`src/rtl/branch_predictor.sv`:
```
// Direct-mapped BTB with 2-bit direction counters. Fetch lookup is combinational;
// resolved instructions update the table and raise a registered one-cycle redirect.
module branch_predictor #(
   parameter int unsigned XLEN         = 32,
   parameter int unsigned ENTRIES      = 16,
   parameter logic [1:0]  COUNTER_INIT = 2'b01
) (
   input  logic            clk,
   input  logic            rst,
   input  logic [XLEN-1:0] fetch_pc,
   output logic            pred_taken,
   output logic [XLEN-1:0] pred_pc_next,
   input  logic            resolve_valid,
   input  logic [XLEN-1:0] resolve_pc,
   input  logic            resolve_is_branch,
   input  logic            resolve_is_jump,
   input  logic            resolve_taken,
   input  logic [XLEN-1:0] resolve_target,
   input  logic            resolve_pred_taken,
   input  logic [XLEN-1:0] resolve_pred_pc_next,
   output logic            mispredict,
   output logic [XLEN-1:0] redirect_pc,
   output logic [31:0]     mispredict_count
);
   localparam int unsigned IDX  = $clog2(ENTRIES);
   localparam int unsigned TAGW = XLEN - IDX - 2;

   logic            valid_q  [ENTRIES];
   logic [TAGW-1:0] tag_q    [ENTRIES];
   logic [XLEN-1:0] target_q [ENTRIES];
   logic [1:0]      ctr_q    [ENTRIES];
   logic            isj_q    [ENTRIES];

   logic            mis_q, mis_d;
   logic [XLEN-1:0] redirect_q, redirect_d;
   logic [31:0]     count_q, count_d;

   // Fetch lookup; gated by rst so outputs are clean while reset is held.
   logic [IDX-1:0]  f_idx;
   logic [TAGW-1:0] f_tag;
   logic            f_hit;

   assign f_idx        = fetch_pc[IDX+1:2];
   assign f_tag        = fetch_pc[XLEN-1:IDX+2];
   assign f_hit        = !rst && valid_q[f_idx] && (tag_q[f_idx] == f_tag);
   assign pred_taken   = f_hit && (isj_q[f_idx] || ctr_q[f_idx][1]);
   assign pred_pc_next = pred_taken ? target_q[f_idx] : fetch_pc + XLEN'(4);

   logic [IDX-1:0]  r_idx;
   logic [TAGW-1:0] r_tag;
   logic            r_hit, r_jump, r_branch;
   logic            wr_en;
   logic            valid_d, isj_d;
   logic [TAGW-1:0] tag_d;
   logic [XLEN-1:0] target_d;
   logic [1:0]      ctr_d;

   assign r_idx    = resolve_pc[IDX+1:2];
   assign r_tag    = resolve_pc[XLEN-1:IDX+2];
   assign r_hit    = valid_q[r_idx] && (tag_q[r_idx] == r_tag);
   assign r_jump   = resolve_is_jump;
   assign r_branch = resolve_is_branch && !resolve_is_jump;

   always_comb begin
      wr_en    = 1'b0;
      valid_d  = valid_q[r_idx];
      tag_d    = tag_q[r_idx];
      target_d = target_q[r_idx];
      ctr_d    = ctr_q[r_idx];
      isj_d    = isj_q[r_idx];
      if (resolve_valid && (r_branch || r_jump)) begin
         if (r_hit) begin
            wr_en = 1'b1;
            if (r_jump) begin
               target_d = resolve_target;
               isj_d    = 1'b1;
            end else if (resolve_taken) begin
               target_d = resolve_target;
               if (ctr_q[r_idx] != 2'b11) ctr_d = ctr_q[r_idx] + 2'd1;
            end else if (ctr_q[r_idx] != 2'b00) begin
               ctr_d = ctr_q[r_idx] - 2'd1;
            end
         end else if (resolve_taken) begin
            wr_en    = 1'b1;
            valid_d  = 1'b1;
            tag_d    = r_tag;
            target_d = resolve_target;
            ctr_d    = r_jump ? 2'b11 : 2'b10;
            isj_d    = r_jump;
         end
      end
   end

   // Prediction-carried direction bit is implied by the carried next PC.
   logic            unused_pred_taken;
   logic [XLEN-1:0] actual_pc;

   assign unused_pred_taken = resolve_pred_taken;
   assign actual_pc         = resolve_taken ? resolve_target : resolve_pc + XLEN'(4);

   always_comb begin
      mis_d      = resolve_valid && (actual_pc != resolve_pred_pc_next);
      redirect_d = mis_d ? actual_pc : redirect_q;
      count_d    = (mis_d && (count_q != '1)) ? count_q + 32'd1 : count_q;
   end

   always_ff @(posedge clk or posedge rst) begin
      if (rst) begin
         for (int unsigned i = 0; i < ENTRIES; i++) begin
            valid_q[i]  <= 1'b0;
            tag_q[i]    <= '0;
            target_q[i] <= '0;
            ctr_q[i]    <= COUNTER_INIT;
            isj_q[i]    <= 1'b0;
         end
      end else if (wr_en) begin
         valid_q[r_idx]  <= valid_d;
         tag_q[r_idx]    <= tag_d;
         target_q[r_idx] <= target_d;
         ctr_q[r_idx]    <= ctr_d;
         isj_q[r_idx]    <= isj_d;
      end
   end

   always_ff @(posedge clk or posedge rst) begin
      if (rst) begin
         mis_q      <= 1'b0;
         redirect_q <= '0;
         count_q    <= '0;
      end else begin
         mis_q      <= mis_d;
         redirect_q <= redirect_d;
         count_q    <= count_d;
      end
   end

   assign mispredict       = mis_q;
   assign redirect_pc      = redirect_q;
   assign mispredict_count = count_q;

endmodule

```
`config.mk`:
```
export PLATFORM = sky130hd
export DESIGN_NAME = branch_predictor
export DESIGN_NICKNAME = d
export VERILOG_FILES = /design/src/rtl/branch_predictor.sv
export SDC_FILE = /design/constraint.sdc
export NUM_CORES = 2
export LEC_CHECK = 0
export CORE_MARGIN = 1.5
export CORE_UTILIZATION = 45
export CTS_BUF_LIST = sky130_fd_sc_hd__clkbuf_4
export DETAILED_ROUTE_END_ITERATION = 10
export HOLD_SLACK_MARGIN = 0.03
export SLEW_MARGIN = 20
export SYNTH_ARGS = -nofsm -noshare
export SYNTH_HDL_FRONTEND = slang
export SYNTH_SLANG_ARGS = --single-unit
```
`constraint.sdc`:
```
create_clock -name clk -period 31.3 [get_ports clk]
set_input_delay 3.13 -clock clk [delete_from_list [all_inputs] [get_ports clk]]
set_output_delay 3.13 -clock clk [all_outputs]
set_load 0.05 [all_outputs]
```
==> summary.md <==
| Metric | Value |
|---|---|
| Die height | `around 360 µm` |
| Syn Area/Cell | `roughly 11 µm²` |
| DR DRC count | `0` |
| Final period utilization | `40.9%` |
| Crit path max fanout | `60` |
| Setup crit start kind | `input pin` |
| CP Depth | `13` |
| Post-synth top flop | `dfrtp_1` |
| Warnings from Yosys | `0` |
| Initial core utilization | `45.5%` |
| Largest net degree at the start of global routing | `130` |
| Syn Inst Count | `5232` |
| Crit path max-delay cell type | `clkdlybuf4s50_1` |
| Hold Slack | `0.462 ns` |
| Register area share after synthesis | `45.5%` |
| Die area | `0.132 mm²` |
| Leakage | `27.0 nW` |
| CTS Hold Bufs | `0` |
| Synth Area in Compound Gates | `11.8%` |
| Logic pwr share | `19.4%` |
| Layout Nets | `around 5500` |
| Family with the most delay on the worst path | `buffers and inverters` |
| Seq pwr share | `45.3%` |
| Die Width | `roughly 360 µm` |
| Post-CTS Repair Setup Buffers | `0` |
| PortBufs | `roughly 230` |
| Number of global-route vias before repair | `roughly 44000` |
| Crit path time final | `12.79 ns` |
| VDD IR max | `roughly 0.00004 V` |
| FP Rows | `131` |
| Mapped Area | `0.0582 mm²` |
| Final-report hold violation count | `0` |
| Area Overhead vs Synth | `12.2%` |
| Sw Ratio | `31.0%` |
| Starting DRC count in detailed routing | `around 5300` |
| CTS tree | `done` |
| Hold/Removal Path Class | `flop to flop` |
| Clk pwr share | `approximately a third` |
| Gr usage total | `a little under a third` |
| Vias/cell | `6.18` |
| CTS Buffer Depth | `4` |
| Global-route wire length before repair | `298000 µm` |
| Post-synthesis mux area share | `between 20% and 30%` |
| Vias | `45300` |
| Synth Register Bits | `1057` |
| Layout cell share with drive strength beyond 1 | `between 20% and 30%` |
| # IOs | `233` |
| Xor/xnor share of the synthesized area | `2.76%` |
| Delay of the slowest cell on the worst path | `0.82 ns` |
| Critical path class | `input pin to output port` |
| Clock root buffer | `clkbuf_4` |
| Clk_skew | `between 0.08 and 0.09 ns` |
| Simple-gate share of the synthesized area | `between 10 and 15%` |
| Top cell by count, worst path | `buf_4` |
| Insertion delay to the later sink of the worst-skew pair | `about 1.3 ns` |
| GPL Wtd Cong | `0.961` |
| Crit path DAT | `approximately 9.7 ns` |
| Drt pass-1 iters | `8` |
| P_sw | `1.12 mW` |
| Pint | `about 2.5 mW` |
| Clock slew at reported path FFs | `0.06 ns` |
| Crit. End Element | `output port` |
| Max_slew headroom | `24.9%` |
| CTS resizes | `0` |
| Core area | `0.128 mm²` |
| Fmax | `78.2 MHz` |
| Largest family of logic cells by synthesized area | `multiplexers` |
| Worst EP required | `about 28 ns` |
| Adder-cell share of the synthesized area | `less than 1%` |
| Power density cells | `55.1 mW/mm²` |
| Wire per inst | `27.4 µm` |
| Syn Nets | `between 5000 and 6000` |
| Post-synth EDFFs | `0` |
| Max cap viols | `0` |
| Worst Reg-to-Reg Cells | `12` |
| Core Util, Final | `51.0%` |
| Post-synth cell types | `90` |
| ANT nets after route | `0` |
| H-Tree Depth | `5` |
| Total grt overflow | `0` |
| CTS Sinks | `1057` |
| Status | `complete, no violations` |
| CP Buf/Inv Count | `6` |
| Worst-Margin Slew | `between 1 and 1.5 ns` |
| Setup Viol. Count Final | `0` |
| Critical path cell sequence | `buf_8 > buf_4 > buf_4 > buf_4 > mux4_2 > mux4_2 > xnor2_1 > nand4_1 > nor3_1 > nand4_1 > buf_4 > mux2_2 > clkdlybuf4s50_1` |
| CTS buffer count | `306` |
| Slew Limit Fails | `0` |
| RSZ-0062 raised after global routing | `false` |
| Hold path depth | `2` |
| WL final | `201000 µm` |
| Dpl hpwl | `127000 µm` |
| Sum Neg Setup Slack | `0 ns` |
| Ys async rst share | `100%` |
| Antenna violations before repair | `12` |
-- cells by family (layout without fill, tap and decap cells) --
| logic type | count (synthesis) | after routing |
|---|---|---|
| buffers and inverters | 549 | 897 |
| XOR/XNOR | 182 | 182 |
| AO/OA/AOI/OAI | 1253 | 1253 |
| adder cells (fa/ha/maj) | 7 | 7 |
| AND/OR/NAND/NOR | 1435 | 1435 |
| multiplexers | 749 | 749 |
| other | 0 | 13 |
| flip-flops | 1057 | 1057 |
-- state kept, by name, indices dropped and copies added (netlist names) --
register / count
ctr_q: 32
redirect_pc: 32
mispredict_count: 32
isj_q: 16
mispredict: 1
tag_q: 416
valid_q: 16
target_q: 512
-- final timing paths --
kind	start	slack, ns	end
setup reg to reg	tag_q[412]$_DFFE_PP0P_	25.63	target_q[127]$_DFFE_PP0P_
hold / removal	ctr_q[6]$_DFFE_PP1P_	0.46	ctr_q[6]$_DFFE_PP1P_
min in group asynchronous	rst	2.69	tag_q[12]$_DFFE_PP0P_
max in group asynchronous	rst	26.20	target_q[10]$_DFFE_PP0P_
hold reg to reg	ctr_q[6]$_DFFE_PP1P_	0.46	ctr_q[6]$_DFFE_PP1P_
setup / recovery	fetch_pc[2]	18.51	pred_pc_next[8]
-- cell usage in the layout (no fill, tap or decap), types with 31 or more instances in the layout --
cell	netlist	final
a22oi_1	33	33
xnor2_1	113	113
dfrtp_1	1041	1041
clkbuf_4	0	459
nor2_1	80	80
nor3_1	40	40
o21ai_0	985	985
xor2_1	68	68
mux2_2	45	45
buf_4	41	109
nand3_1	46	46
mux2i_2	0	33
nor4_1	31	31
o21ai_1	43	42
nand2_1	1092	1092
inv_1	48	47
a21oi_1	49	49
mux4_2	544	544
clkinv_1	2	40
mux2i_1	138	105
clkdlybuf4s50_1	0	222
-- worst min-delay path: stages (launching register included) --
cell and delay (ns):
dfstp_2 0.37, nand2_1 0.04, o21ai_1 0.05
-- cells in the mapped netlist (6+ instances only) --
cell type	instances	share of area (%)
clkbuf_1	294	1.9
buf_2	81	0.70
clkbuf_2	7	0.060
xnor2_1	113	1.7
a22oi_1	33	0.43
nand3_1	46	0.40
a2bb2oi_1	6	0.090
o211ai_1	10	0.13
mux4_2	544	21
a32oi_1	19	0.29
o2111ai_2	8	0.21
buf_4	41	0.53
nor3b_1	6	0.077
mux2i_1	138	2.4
and3_1	22	0.24
buf_1	55	0.35
nor2b_1	14	0.15
o22ai_1	11	0.12
ha_1	6	0.13
mux2i_4	20	0.77
nand2b_1	27	0.29
o21ai_1	43	0.37
mux2_2	45	0.87
dfstp_2	16	0.72
nand4_1	29	0.31
buf_6	18	0.35
inv_1	48	0.31
o21ai_0	985	8.5
and2_1	12	0.13
a31oi_1	8	0.086
nor3_1	40	0.34
dfrtp_1	1041	45
nor2_1	80	0.52
a21oi_1	49	0.42
xor2_1	68	1.0
a221oi_1	8	0.12
nand2_1	1092	7.0
o2111ai_1	9	0.14
a211oi_1	13	0.17
nor4_1	31	0.33
-- stage by stage --
step | total power, mW | instance area [µm²] | setup WS (ns) | cells
after floorplan | 2.11 | 58200 | 8.12 | 5232
after global placement | 2.32 | 61500 | 18.45 | 6802
after detailed placement | 2.34 | 61500 | 18.45 | 6802
after CTS | 3.61 | 65100 | 18.44 | 7308
after global routing | 3.77 | 65300 | 18.14 | 7319
final | 3.60 | 65300 | 18.51 | 7322
-- per-layer routing --
metal	share of wire, %	track usage, %
met5	0.033	0
met4	3.6	12.4
met3	11	8.75
met2	44	45.2
met1	41	43.1
-- layout make-up --
cell class / instances / area (µm²)
repair buffers: 340 / 3190
well taps: 1729 / 2160
multi-input cells: 3626 / 29600
clock buffers: 459 / 3450
fillers: 11500 / 62700
flip-flops and latches: 1057 / 26500
clock inverters: 47 / 205
diodes: 13 / 32.5
inverters: 51 / 198
-- power by group through the flow --
| stage | Sequential, mW | Combinational, mW | Clock, mW |
|---|---|---|---|
| after floorplan | 1.66 | 0.452 | 0 |
| after global placement | 1.64 | 0.678 | 0 |
| after detailed placement | 1.65 | 0.688 | 0 |
| after CTS | 1.63 | 0.689 | 1.30 |
| after global routing | 1.65 | 0.752 | 1.37 |
| final | 1.63 | 0.698 | 1.27 |
Note: power is estimated with default switching activity, not from simulation.
